===== src/rtl/neg_arb_pkg.sv =====
// neg_arb_pkg: shared state encoding and sizing constants for the negation arbiter
package neg_arb_pkg;
   typedef enum logic [1:0] {IDLE, CALC, DONE} neg_arb_state_t;
   localparam int ID_W = 1;
   localparam int NUM_REQ = 2;
endpackage


===== src/rtl/inversor.sv =====
// inversor: two's-complement negator with a carry-out bit above the N-bit result
module inversor #(
   parameter int N = 4
) (
   input  logic [N-1:0] a,
   output logic [N:0]   y
);
   assign y = {1'b0, ~a} + (N+1)'(1);
endmodule


===== src/rtl/neg_arbiter.sv =====
// neg_arbiter: round-robin arbiter sequencing two requesters onto one shared negator
module neg_arbiter
   import neg_arb_pkg::*;
#(
   parameter int N = 4
) (
   input  logic               clk,
   input  logic               rst,
   input  logic [NUM_REQ-1:0] req,
   input  logic [N-1:0]       a0,
   input  logic [N-1:0]       a1,
   output logic [NUM_REQ-1:0] gnt,
   output logic               busy,
   output logic               res_valid,
   input  logic               res_ready,
   output logic [N-1:0]       result,
   output logic [ID_W-1:0]    res_id,
   output logic               ovf
);
   neg_arb_state_t  state;
   logic [N-1:0]    op_q;
   logic [N-1:0]    neg;
   logic            unused_carry;
   logic [ID_W-1:0] last_id;
   logic [ID_W-1:0] win;
   inversor #(.N(N)) u_inv (.a(op_q), .y({unused_carry, neg}));
   // a tie goes to whoever was not served last
   assign win = (req == 2'b11) ? ~last_id : req[1];
   always_ff @(posedge clk) begin
      if (rst) begin
         state     <= IDLE;
         op_q      <= '0;
         gnt       <= '0;
         busy      <= 1'b0;
         res_valid <= 1'b0;
         result    <= '0;
         res_id    <= '0;
         ovf       <= 1'b0;
         last_id   <= 1'b1;
      end else begin
         case (state)
            IDLE: if (|req) begin
               op_q   <= win ? a1 : a0;
               res_id <= win;
               gnt    <= win ? 2'b10 : 2'b01;
               busy   <= 1'b1;
               state  <= CALC;
            end
            CALC: begin
               gnt       <= '0;
               result    <= neg;
               // only the most-negative value negates to a value that is still negative
               ovf       <= op_q[N-1] & neg[N-1];
               last_id   <= res_id;
               res_valid <= 1'b1;
               state     <= DONE;
            end
            DONE: if (res_ready) begin
               res_valid <= 1'b0;
               busy      <= 1'b0;
               state     <= IDLE;
            end
            default: state <= IDLE;
         endcase
      end
   end
endmodule


===== config.mk =====
export PLATFORM = sky130hd
export DESIGN_NAME = neg_arbiter
export DESIGN_NICKNAME = d
export VERILOG_FILES = /design/src/rtl/neg_arb_pkg.sv /design/src/rtl/inversor.sv /design/src/rtl/neg_arbiter.sv
export SDC_FILE = /design/constraint.sdc
export NUM_CORES = 1
export LEC_CHECK = 0
export ABC_AREA = 1
export BUFFER_PORTS_ARGS = -buffer_cell sky130_fd_sc_hd__buf_2
export CORE_MARGIN = 2
export CORE_UTILIZATION = 51
export CTS_CLUSTER_SIZE = 40
export DETAILED_ROUTE_END_ITERATION = 8
export GPL_TIMING_DRIVEN = 0
export PLACE_DENSITY = 0.8
export SLEW_MARGIN = 15
export SYNTH_ARGS = -nofsm -noshare
export SYNTH_HDL_FRONTEND = slang
export SYNTH_SLANG_ARGS = --single-unit

===== constraint.sdc =====
create_clock -name clk -period 2.1 [get_ports clk]
set_input_delay 0.42 -clock clk [delete_from_list [all_inputs] [get_ports clk]]
set_output_delay 0.42 -clock clk [all_outputs]
set_load 0.03 [all_outputs]

==> reports/qor.csv <==
stage;metric;value;unit
status;outcome;finished, final reports clean;
placed_design;post-DP HPWL;1020;µm
logic_synthesis;Yosys top cell by area;dfxtp_1;
final_layout;Synth-to-Final Area Change;21.0;%
global_routing;largest net degree at the start of global routing;11;
timing;Fin Setup TNS;0;ps
critical_path;CP endpoint kind;output port;
clock_network;Setup Fix Bufs, Post-CTS;0;
logic_synthesis;count leader, synth;nand2_1;
logic_synthesis;top-area cell type share of the netlist area;45.6;%
clock_network;CTS root buffer;clkbuf_4;
clock_network;CTS H-tree depth;1;
route;WL final;1370;µm
job;maxcap violations;0;
placed_design;Placed Cells;138;
route;Vias;673;
logic_synthesis;ys async rst share;0;%
logic_synthesis;number of synthesized flops with an enable pin;0;
pwr;leak pwr;0.000467;µW
logic_synthesis;Yosys Warn Count;0;
min_path;Worst Hold Class;input port to register;
die;row cnt;13;
critical_path;Critical Path Start Type;register;
critical_path;worst path cell trace;buf_2;
route;DR vias/cell;4.74;
timing;Rel. slew slack;84.4;%
critical_path;crit path DAT;850;ps
logic_synthesis;Post-Syn Area;746;µm²
die;initial core utilization;55.9;%
timing;Final min period;1270;ps
final_layout;non-filler instance count after layout;142;
route;wire per inst;9.61;µm
clock_network;clock transition at the registers of the reported paths;90;ps
timing;Final Skew;7.17;ps
route;DRC;0;
die;Core ar.;0.00133;mm²
critical_path;Data required, critical path;1680;ps
route;DRT Pass-1 Iters;4;
timing;Tcrit/Tclk final;60.5;%
route;remaining antenna violation count;0;
pwr;Worst VDD drop;0.404;mV
clock_network;Worst-Skew Late Latency;290;ps
timing;worst slew pin tran;233;ps
logic_synthesis;cells after synthesis;101;
critical_path;slowest CP cell;dfxtp_1;
critical_path;slowest stage delay, CP;360;ps
critical_path;CP bufs+invs;1;
clock_network;post-CTS resize count;0;
timing;number of hold violations in the final report;0;
pwr;Power per Cell Area;823;mW/mm²
placed_design;GP Congestion;0.787;
logic_synthesis;Syn Nets;116;
clock_network;CTS tree;yes;
critical_path;kind of critical path;register to output port;
global_routing;initial antenna violation count;0;
final_layout;# nets final;143;
global_routing;grt ovf;0;
route;1st-iter DRT viols;6;
logic_synthesis;Main synth FF type;dfxtp_1;
clock_network;CTS max path bufs;2;
die;Die X;42.2;µm
logic_synthesis;syn_area_per_cell;7.38;µm²
clock_network;Hold Buf Count CTS;0;
min_path;Hold Path Origin;rst;
logic_synthesis;synthesized flop and latch total;17;
timing;Setup violations, final;0;
timing;RSZ-0062 raised after global routing;false;
clock_network;cts bufs inserted;3;
die;Die Y;42.2;µm
placed_design;port bufs;22;
logic_synthesis;Yosys cell types;18;
final_layout;ant diodes;0;
critical_path;crit path from;res_id$_SDFFE_PP0P_;
global_routing;All-Layer GR Usage;15.8;%
global_routing;vias in the first global route;540;
logic_synthesis;ranking of synthesized cells by area;dfxtp_1 46%, nand2_1 12%, nor2_1 7.6%;
clock_network;clock sinks;17;
timing;Final Max Tran Viols;0;
critical_path;CP max FO;3;
logic_synthesis;Synth top cells by count;23 x nand2_1, 17 x dfxtp_1, 15 x nor2_1;
timing;fmax;787;MHz
final_layout;share of layout cells above drive strength 1;25.2;%
critical_path;Reg2Reg Launch Point;state[0]$_SDFFE_PP0P_;
critical_path;Largest delay share family, worst path;flip-flops;
logic_synthesis;sequential area share after synthesis;45.6;%
die;die area;0.00178;mm²
global_routing;first-pass GRT wire length;2190;µm
die;Ports;23;
==> flip-flops by register name (all words and copies together) (netlist names) <==
register	flops
res_valid	1
last_id	1
state	2
ovf	1
result	4
busy	1
res_id	1
op_q	4
gnt	2
==> layout by cell type, fill, tap and decap left out, types with 2 or more instances in the layout <==
master | netlist | final
dfxtp_1 | 17 | 17
inv_1 | 9 | 9
a21oi_1 | 9 | 9
nor2_1 | 15 | 15
o21ai_0 | 5 | 5
a21boi_0 | 5 | 5
nand2_1 | 23 | 23
buf_2 | 1 | 23
clkbuf_4 | 0 | 3
nand3_1 | 7 | 7
ha_1 | 2 | 2
==> stage by stage <==
stage	util (%)	power [µW]	hold WS [ps]	worst slack [ps]	cell area, µm²
CTS	67.6	750	366	818	902
global route	67.6	787	372	774	902
detailed placement	65.6	575	450	907	875
global placement	65.6	571	442	928	875
finish	67.6	742	364	830	902
floorplan	-	522	429	1090	746
==> logic make-up after synthesis <==
logic type / Yosys count / share of synthesized area, %
and+or+nand+nor: 50 / 28.7
AOI/OAI and AO/OA: 19 / 14.4
DFF: 17 / 45.6
buffers and inverters: 12 / 6.71
adders and majority gates: 2 / 3.36
xor gates and xnor gates: 1 / 1.17
==> cell type report <==
cell class	instances	area (µm²)
Sequential cell	17	340
Multi-Input combinational cell	72	355
Fill cell	120	432
Clock inverter	1	5.00
Tap cell	15	18.8
Buffer	2	12.5
Inverter	10	37.5
Clock buffer	3	22.5
Timing Repair Buffer	22	110
==> worst paths after layout <==
| check | slack [ps] | to | depth (start not counted) |
|---|---|---|---|
| hold / removal | 360 | res_id$_SDFFE_PP0P_ | 2 |
| setup reg to reg | 1070 | result[1]$_SDFFE_PP0P_ | 5 |
| hold reg to reg | 460 | res_valid$_SDFFE_PP0P_ | 2 |
| setup / recovery | 830 | res_id | 1 |
==> power breakdown <==
group          total [µW]  internal, µW  switching (µW)
registers             377           358            19.6
clock network         175          70.9             104
logic                 190          66.4             124
total                 742           495             247
==> layer usage <==
| metal | track usage [%] | part of all wire [%] | vias to the layer above |
|---|---|---|---|
| met3 | 2.59 | 4.7 | 2 |
| met4 | 7.50 | 0.95 | 0 |
| li1 | - | - | 376 |
| met5 | 0 | 0 | - |
| met2 | 23.7 | 42 | 22 |
| met1 | 22.0 | 52 | 273 |
Power figures use the tool's default switching activity.
